$ cat config.mk
export PLATFORM = sky130hd
export DESIGN_NAME = mux2_rr_arbiter
export DESIGN_NICKNAME = d
export VERILOG_FILES = /design/src/rtl/mux2_rr_arbiter.sv
export SDC_FILE = /design/constraint.sdc
export NUM_CORES = 1
export LEC_CHECK = 0
export ABC_AREA = 0
export ABC_CLOCK_PERIOD_IN_PS = 1800
export BUFFER_PORTS_ARGS = -buffer_cell sky130_fd_sc_hd__buf_2
export CAP_MARGIN = 10
export CELL_PAD_IN_SITES_DETAIL_PLACEMENT = 0
export CELL_PAD_IN_SITES_GLOBAL_PLACEMENT = 2
export CORE_ASPECT_RATIO = 1.1
export CORE_MARGIN = 4
export CORE_UTILIZATION = 24
export CTS_CLUSTER_DIAMETER = 60
export DETAILED_ROUTE_END_ITERATION = 8
export GPL_ROUTABILITY_DRIVEN = 0
export PLACE_DENSITY = 0.71
export SYNTH_ARGS = -nofsm -noshare
export SYNTH_HDL_FRONTEND = slang
export SYNTH_SLANG_ARGS = --single-unit
export TNS_END_PERCENT = 50
$ cat constraint.sdc
create_clock -name clk -period 1.8 [get_ports clk]
set_input_delay 0.18 -clock clk [delete_from_list [all_inputs] [get_ports clk]]
set_output_delay 0.18 -clock clk [all_outputs]
set_load 0.005 [all_outputs]
$ cat src/rtl/mux2_rr_arbiter.sv
// Round-robin arbiter steering a shared 2:1 datapath onto one valid/ready sink.
// Define MUX2_ARB_STATS_EN to add saturating per-port transfer counters.
module mux2_rr_arbiter #(
    parameter int DATA_W   = 8,
    parameter int MAX_HOLD = 4
) (
    input  logic              clk,
    input  logic              rst_n,
    input  logic              req0,
    input  logic [DATA_W-1:0] data0,
    input  logic              last0,
    input  logic              req1,
    input  logic [DATA_W-1:0] data1,
    input  logic              last1,
    output logic              gnt0,
    output logic              gnt1,
    output logic              sel,
    output logic              out_valid,
    output logic [DATA_W-1:0] out_data,
    output logic              out_last,
    input  logic              out_ready
`ifdef MUX2_ARB_STATS_EN
    ,
    output logic [15:0]       xfer_cnt0,
    output logic [15:0]       xfer_cnt1
`endif
);

    typedef enum logic [1:0] {IDLE, OWN0, OWN1} state_t;

    localparam logic [7:0] HOLD = 8'(MAX_HOLD);

    state_t     state_q, state_d;
    logic       prio_q, prio_d;
    logic [7:0] beat_cnt_q, beat_cnt_d;
    logic       gnt0_q, gnt1_q;
    logic       xfer;

    assign gnt0 = gnt0_q;
    assign gnt1 = gnt1_q;
    assign sel  = gnt0_q;

    // Owner's request drives valid; the mux follows the registered select.
    always_comb begin
        out_valid = 1'b0;
        unique case (state_q)
            OWN0:    out_valid = req0;
            OWN1:    out_valid = req1;
            default: out_valid = 1'b0;
        endcase
        out_data = gnt0_q ? data0 : data1;
        out_last = gnt0_q ? last0 : last1;
        xfer     = out_valid && out_ready;
    end

    // Arbitration, grant-end detection and handover to the other port.
    always_comb begin
        logic   own0;
        logic   cur_req;
        logic   oth_req;
        logic   grant_end;
        logic [7:0] cnt_inc;
        state_t other;

        state_d    = state_q;
        prio_d     = prio_q;
        beat_cnt_d = beat_cnt_q;
        own0       = (state_q == OWN0);
        cur_req    = own0 ? req0 : req1;
        oth_req    = own0 ? req1 : req0;
        other      = own0 ? OWN1 : OWN0;
        cnt_inc    = beat_cnt_q + 8'd1;
        grant_end  = 1'b0;

        if (state_q == IDLE) begin
            if (req0 && req1)
                state_d = prio_q ? OWN1 : OWN0;
            else if (req0)
                state_d = OWN0;
            else if (req1)
                state_d = OWN1;
        end else begin
            grant_end = !cur_req ||
                        (xfer && (out_last || cnt_inc == HOLD));
            if (grant_end) begin
                prio_d     = own0;
                beat_cnt_d = 8'd0;
                state_d    = oth_req ? other : IDLE;
            end else if (xfer) begin
                beat_cnt_d = cnt_inc;
            end
        end
    end

    // State, priority, beat counter and registered grants.
    always_ff @(posedge clk or negedge rst_n) begin
        if (!rst_n) begin
            state_q    <= IDLE;
            prio_q     <= 1'b0;
            beat_cnt_q <= 8'd0;
            gnt0_q     <= 1'b0;
            gnt1_q     <= 1'b0;
        end else begin
            state_q    <= state_d;
            prio_q     <= prio_d;
            beat_cnt_q <= beat_cnt_d;
            gnt0_q     <= (state_d == OWN0);
            gnt1_q     <= (state_d == OWN1);
        end
    end

`ifdef MUX2_ARB_STATS_EN
    // Saturating count of completed transfers per port.
    always_ff @(posedge clk or negedge rst_n) begin
        if (!rst_n) begin
            xfer_cnt0 <= 16'd0;
            xfer_cnt1 <= 16'd0;
        end else begin
            if (xfer && gnt0_q && xfer_cnt0 != 16'hFFFF)
                xfer_cnt0 <= xfer_cnt0 + 16'd1;
            if (xfer && gnt1_q && xfer_cnt1 != 16'hFFFF)
                xfer_cnt1 <= xfer_cnt1 + 16'd1;
        end
    end
`endif

endmodule
Word level (Yosys, flattened, before mapping):

Cells that the tools add are included.

* bitwise operators: 1
* add/subtract/negate cells: 1
* multiplexer cells: 15
* divide/modulo/power cells: 0
* $lt $le $gt $ge: 0
* reduce and logical (&&, ||, !) cells: 10
* $mul: 0
* equal/unequal tests: 5
* shift-type cells: 0

Operators by type and width (count)
* 2-to-1 mux 8 bit: 3
* 2-to-1 mux 2 bit: 8
* adder 8 x 1 -> 8 bit (second input constant): 1
* equality test 8 x 3 -> 1 bit (second input constant): 1
* equality test 2 x 1 -> 1 bit (second input constant): 2
* equality test 2 bit (second input constant): 2
* AND reduction 2 bit: 2
* logical AND 1 bit: 3
* 2-to-1 mux 1 bit: 3
* logical NOT 2 bit: 1
* logical OR 1 bit: 2
* case mux 1 bit (2 select lines): 1
* nonzero test 2 bit: 1
* logical NOT 1 bit: 1
* inverter 1 bit: 1

* memories: 0
* bits in registers: 13
* output and inout bits: 13
* ROM bits: 0
* bits in latches: 0
* input port bits: 23
* logic and storage cells: 37
* memory bits (writable): 0

Depth between registers and ports, before layout:

Gate-level depths: netlist of run 1.

* depth after elaboration: 8
* gate-level depth with buffers: 7
* mapped depth without buffers: 7

Least setup slack after synthesis of run 1:

No wires, ideal clock.

* path type: register -> register
* from: register gnt0_q (netlist: gnt0)
* to: register beat_cnt_q[7]
* clock period less this slack: 1.931 ns
* library setup time: 0.083 ns
* arrival time: 1.848 ns
* data required time: 1.717 ns
* slack: -0.131 ns
* cell stages (with the launch flop): 7
* buffers on the path: 1
* cells stage by stage: dfrtp_1 > buf_6 > mux2_4 > a21o_1 > or2_4 > or4_1 > o21ai_0

* cells in the longest elaborated chain, start to end: 6
* elaborated cells between the ends (all ways): 7
* those cells by class: mux (2); reduce/logical (5)

Ends and longest elaborated chain
* from (decl): line 36 `logic gnt0_q, gnt1_q;`
* from (signal assigned): line 107 `gnt0_q <= (state_d == OWN0);`
* 2-to-1 mux 1 bit *: line 52 `out_last = gnt0_q ? last0 : last1;`
* named net out_last: line 20 `output logic out_last,`
* logical OR 1 bit *: line 84 `(xfer && (out_last || cnt_inc == HOLD));`
* logical AND 1 bit *: line 84
* logical OR 1 bit *: line 83 `grant_end = !cur_req ||`
* nonzero test 2 bit (no line)
* AND reduction 2 bit (no line)
* to (signal assigned): line 106 `beat_cnt_q <= beat_cnt_d;`
* to (decl): line 35 `logic [7:0] beat_cnt_q, beat_cnt_d;`

Mark *: on every way through the listed nets, which the timed path passes. The rest lies on a longest branch.
A chain may end at the register's enable or synchronous reset.

Worst setup path in the final report of run 1:

* from: register state_q[0]
* to: register beat_cnt_q[7]

* cells in the longest elaborated chain, start to end: 7
* elaborated cells between the ends (all ways): 13
* those cells by class: eq/ne (2); mux (3); bitwise (1); reduce/logical (7)

Ends and longest elaborated chain
* from (decl): line 33 `state_t state_q, state_d;`
* from (signal assigned): line 104 `state_q <= state_d;`
* equality test 2 bit or equality test 2 x 1 -> 1 bit (tied branches): line 46, 68
* case mux 1 bit (2 select lines): line 46 `unique case (state_q)`
* logical AND 1 bit: line 53 `xfer = out_valid && out_ready;`
* logical AND 1 bit: line 84
* logical OR 1 bit: line 83
* nonzero test 2 bit (no line)
* AND reduction 2 bit (no line)

Parallel ways exist; a longest one is shown, timed or not.

==> results.cfg, run 1 <==
[logic_synthesis]
synth_edf_count = 0
yosysTopAreaCell = dfrtp_1
synthXorXnorAreaFrac = 0
synth_seq_cells = 13
synth_top_family_by_area = compound AO/OA/AOI/OAI gates
synth_compound_area_frac = 0.2301
synth-seq-area-share = 0.3562
yosysMostFrequentCell = dfrtp_1
synth.distinct_cells = 32
syn_inst = 101
synthTopCellsByCount = dfrtp_1, o21ai_0, mux2_2
synth_area_leaders = dfrtp_1, mux2_2, ha_1
synth.top_cell.area_share = 0.3562
synthSimpleGateAreaFrac = 0.1945
synth_mux_area_frac = 0.1151
synth_fa_ha_area_frac = 0.05479
synth_fp_nets = 128
synth-warning-count = 0
async_reset_ff_frac = 1.000
netlist_area_um2 = 913.4
synth-main-ff-cell = dfrtp_1
syn_avg_cell_area_um2 = 9.043

[layout]
drive_gt1_frac = 0.5915
final_core_util = 0.4187
fill_cells = 381
nets = 192
area_growth_pct = 67.53
final_cells = 214
antenna_cells = 0
multi_input_area_um2 = 686.9
regArea_um2 = 325.3

[global_route]
grt_overflow = 0
antenna_found_initial = 0
grt_max_degree = 14
grt_usage = 0.1146
grt_pass1_vias = 1022
grt_pass1_wl_um = 4388

[power_and_ir_drop]
p_int_mw = 1.325
power.density_mw_per_mm2 = 1420
p_leak_nw = 0.7402
p_comb_frac = 0.688
p_clk_frac = 0.125
power_mw = 2.173
switching_share = 0.3904
ir_drop_v = 0.0005405
switchingPower_mw = 0.8485
sequentialPowerShare = 0.187

[timing]
rsz0062_at_grt = true
fin_tns_setup_ps = -42.57
slew_viol_final = 0
post-route-min-period_ps = 1825
fin_ws_ps = -25.42
finalSetupViolCount = 2
worstMarginPinSlew_ps = 341.3
final_hold_viol_count = 0
hold_slack_ps = 344.4
clock.fmax_mhz = 547.8
min_period_over_period = 1.014
slew_headroom = 0.7701
clock_skew_ps = 5.678

[critical_path]
required_ps = 1980
worstSetupPathType = flop to flop
cp-end-kind = flop
cp-start-kind = flop
cp.arrival_ps = 2000
path_max_fanout = 4
reg2reg_depth = 6

[detailed_routing]
wl_met2_um = 1512
drcViolationCount = 0
vias_per_cell = 4.748
drt-total-wl_um = 2931
drtIter0Drc = 15
dr.pass1.iters = 4
met3WireLength_um = 265
top_layer_used = met4
via_count = 1016
wl_per_cell_um = 13.70
wl_met1_um = 1136
ant_nets = 0

[place]
place.port_buffers = 35
dp.final_hpwl_um = 2175
place_inst = 205

[worst_hold_path]
hold_class = input pin to asynchronous set/reset pin

[clock_tree]
cts-root-buf = clkbuf_8
cts.sinks = 13
cts_buffer_depth = 2
cts.reportedPaths.clkPinSlew_ps = 60
cts_inserted_buffers = 3
cts_tree = built
clk_latency_ps = 250
htree_levels = 1

[floorplanning]
start_util = 0.2499
die_area_mm2 = 0.004858
rows = 23
core_area_mm2 = 0.003655
die_height_um = 72.70
dieWidth_um = 66.82
ios = 36

[outcome]
violations = negative setup slack
status = finished with violations

[job]
maxCapViolCount = 0
cell families (layout without fill, tap and decap cells):
family,after synthesis,in the layout
fa+ha+maj,4,4
buf+inv,9,72
simple gates,34,34
flops,13,13
mux,9,9
compound gates,32,32
sequential cells by signal, summed over array words and instances (netlist names):
name and flops:
gnt0 1, state_q 2, beat_cnt_q 8, gnt1 1
prio_q 1
per-layer routing:
| metal | GRT usage | vias to the layer above |
|---|---|---|
| li1 | - | 498 |
| met1 | 0.1205 | 477 |
| met2 | 0.2269 | 37 |
| met3 | 0.02773 | 4 |
| met4 | 0.02032 | 0 |
| met5 | 0 | - |
power groups by stage:
stage	Sequential [mW]	Clock, mW	Combinational [mW]
floorplan	0.406	0	0.651
global placement	0.398	0	1.13
detailed placement	0.405	0	1.14
CTS	0.404	0.272	1.33
global route	0.414	0.294	1.64
finish	0.406	0.271	1.50
cells in the final DEF, fill, tap and decap left out, drive strengths merged, types with 2 or more instances in the layout:
master / n
o21bai: 2
o22ai: 2
ha: 4
o22a: 2
buf: 61
nand2b: 3
mux2: 9
or4: 2
o2bb2ai: 2
nor3: 5
o21ai: 9
and3: 2
nand2: 7
clkbuf: 4
or2: 3
inv: 6
nor2: 4
nand3: 7
a21oi: 6
o31ai: 2
dfrtp: 13
metrics by stage:
stage | instance area [µm²] | setup slack [ps]
finish | 1530 | -25.42
global route | 1530 | -102.0
CTS | 1438 | -16.76
detailed placement | 1294 | -99.28
global placement | 1294 | -77.99
floorplan | 914.6 | -7.887
final timing paths:
check                           endpoint       start  slack [ps]
setup / recovery           beat_cnt_q[7]  state_q[0]         -30
hold / removal             beat_cnt_q[0]       rst_n         340
setup reg to reg           beat_cnt_q[7]  state_q[0]         -30
min in group clk              state_q[0]        req1         470
hold reg to reg                   prio_q      prio_q         500
max in group asynchronous           gnt0       rst_n        1220
repair_timing:
item | 4_1_cts | 5_1_grt
endpoints found under the setup margin | 8 | 12
hold buffers | 1 | 0
setup buffers | 3 | 2
cloned | 0 | 0
gates resized for setup | 14 | 18
pin swaps | 2 | 6
hold endpoints to repair | 13 | 0
critical path: stages, from the launching register on:
cell	delay, ps
dfrtp_1	430
ha_4	190
nand2b_4	130
a21o_1	230
or2_4	240
or4_1	450
o21ai_1	80
area by class of cell:
class | count | area share
Multi-Input combinational cell | 79 | 0.4489
Timing Repair Buffer | 62 | 0.2535
Sequential cell | 13 | 0.2126
Tap cell | 50 | 0.04088
Clock buffer | 4 | 0.02944
Inverter | 6 | 0.01472
(Power assumes the default switching activity.)
==> run 2, diff against run 1 <==
PLACE_DENSITY = not set   (was 0.71)
PLACE_DENSITY_LB_ADDON = 0.1   (was not set)
==> run 2 against run 1 <==
The flow still finishes with violations (negative setup slack); final area is 1.8% lower; clock power hardly changed; combinational power is 5% lower; utilization is 0.75 points lower; count of clock-buffer cells in the layout stayed put; global-route usage is 1.2 points higher; final cell count is 0.47% higher; largest power group unchanged.
==> results.cfg, run 2 (synthesis gave the netlist of run 1 again) <==
[timing]
finalSetupViolCount = 1
clock.fmax_mhz = 548.5
rsz0062_at_grt = true
min_period_over_period = 1.013
slew_headroom = 0.7662
post-route-min-period_ps = 1823
worstMarginPinSlew_ps = 347.0
fin_ws_ps = -23.10
clock_skew_ps = 1.806
final_hold_viol_count = 0
slew_viol_final = 0

[global_route]
grt_pass1_vias = 1033
grt_usage = 0.1263
antenna_found_initial = 0
grt_pass1_wl_um = 4643
grt_overflow = 0
grt_max_degree = 14

[critical_path]
reg2reg_depth = 6
worstSetupPathType = flop to flop
rr_endpoint = state_q[1]
required_ps = 1930
path_max_fanout = 4
cp-end-kind = flop
r2r-start = beat_cnt_q[3]
r2r_slack_ps = -20
cp.arrival_ps = 1950
cp-start-kind = flop

[detailed_routing]
drcViolationCount = 0
top_layer_used = met4
ant_nets = 0
met3WireLength_um = 117
vias_per_cell = 4.670
via_count = 1004
wl_per_cell_um = 13.37
drtIter0Drc = 38
wl_met2_um = 1494
wl_met1_um = 1230
drt-total-wl_um = 2875
dr.pass1.iters = 4

[power_and_ir_drop]
p_int_mw = 1.307
switchingPower_mw = 0.8016
switching_share = 0.3802
power.density_mw_per_mm2 = 1403
ir_drop_v = 0.0004620
sequentialPowerShare = 0.192
p_clk_frac = 0.128
p_comb_frac = 0.680
p_leak_nw = 0.7169

[layout]
final_cell_mix = buf_2, buf_4, dfrtp_1, mux2_2
final_common_cell = buf_2
antenna_cells = 0
largest_register = beat_cnt_q
drive_gt1_frac = 0.5758
largest_reg_flops = 8
final_cells = 215
nets = 193
final_core_util = 0.4112
area_growth_pct = 64.52
largestRegisters = beat_cnt_q: 8 flops, state_q: 2 flops

[floorplanning]
start_util = 0.2499
die_area_mm2 = 0.004858
ios = 36
dieWidth_um = 66.82
rows = 23
die_height_um = 72.70
core_area_mm2 = 0.003655

[clock_tree]
cts.sinks = 13
cts_buffer_depth = 2
clk_latency_ps = 250
cts.reportedPaths.clkPinSlew_ps = 60
cts_tree = built
cts_inserted_buffers = 3
cts-root-buf = clkbuf_8
htree_levels = 1

[place]
dp.final_hpwl_um = 2223
dp_slack_ps = -118.8
place_inst = 207
place.port_buffers = 35

[outcome]
violations = negative setup slack
status = finished with violations

[job]
maxCapViolCount = 0

[worst_hold_path]
hold_class = input pin to asynchronous set/reset pin
-- run 2: worst max-delay path by stage --
stage / start / end / cells past startpoint
final: beat_cnt_q[3] / state_q[1] / 6
after global routing: state_q[0] / beat_cnt_q[7] / 6
after CTS: state_q[1] / beat_cnt_q[7] / 8
after detailed placement: state_q[0] / state_q[1] / 6
after global placement: state_q[0] / state_q[1] / 6
after floorplan: gnt0 / beat_cnt_q[7] / 6
-- run 2: power groups by stage --
stage,Combinational (mW),Sequential [mW],Clock (mW)
2_1_floorplan,0.651,0.406,0
3_3_place_gp,1.18,0.399,0
3_5_place_dp,1.18,0.402,0
4_1_cts,1.38,0.400,0.277
5_1_grt,1.58,0.415,0.294
6_report,1.43,0.404,0.271
-- run 2: metrics by stage --
stage / setup TNS (ps) / power [mW] / area (µm²) / hold WS [ps]
after global placement: -425.9 / 1.577 / 1309 / 98.69
after detailed placement: -587.0 / 1.581 / 1309 / 94.10
after CTS: -29.78 / 2.054 / 1464 / 372.8
final: -23.10 / 2.108 / 1503 / 356.5
after global routing: -571.9 / 2.287 / 1503 / 402.8
after floorplan: -7.887 / 1.057 / 914.6 / -115.6
-- run 2: final cells by class --
type                       instances  area [µm²]
clock buffer                       4       45.04
fill                             392        2152
inverter                           6       22.52
multi-input combinational         79       655.6
sequential                        13       325.3
tap                               50       62.56
timing repair buffer              63       391.6
-- run 2: metal layers --
| layer | global-route usage | vias to the layer above |
|---|---|---|
| met5 | 0 | - |
| met1 | 0.1480 | 478 |
| met3 | 0.02157 | 4 |
| met4 | 0.04740 | 0 |
| met2 | 0.2269 | 23 |
| li1 | - | 499 |
-- run 2: timing repair --
action / CTS / global route
hold buffers: 1 / 0
buffers inserted: 4 / 0
resized for setup: 14 / 10
pin swaps: 3 / 5
gates cloned: 0 / 0
setup endpoints to repair: 7 / 12
endpoints found under the hold margin: 13 / 0
-- run 2: worst max-delay path, cell delays in order (launching register included) --
cell     delay [ps]
dfrtp_1         370
or4_1           550
nor3_2          130
buf_4           150
o21a_1          170
nor3_1           70
or2_2           260
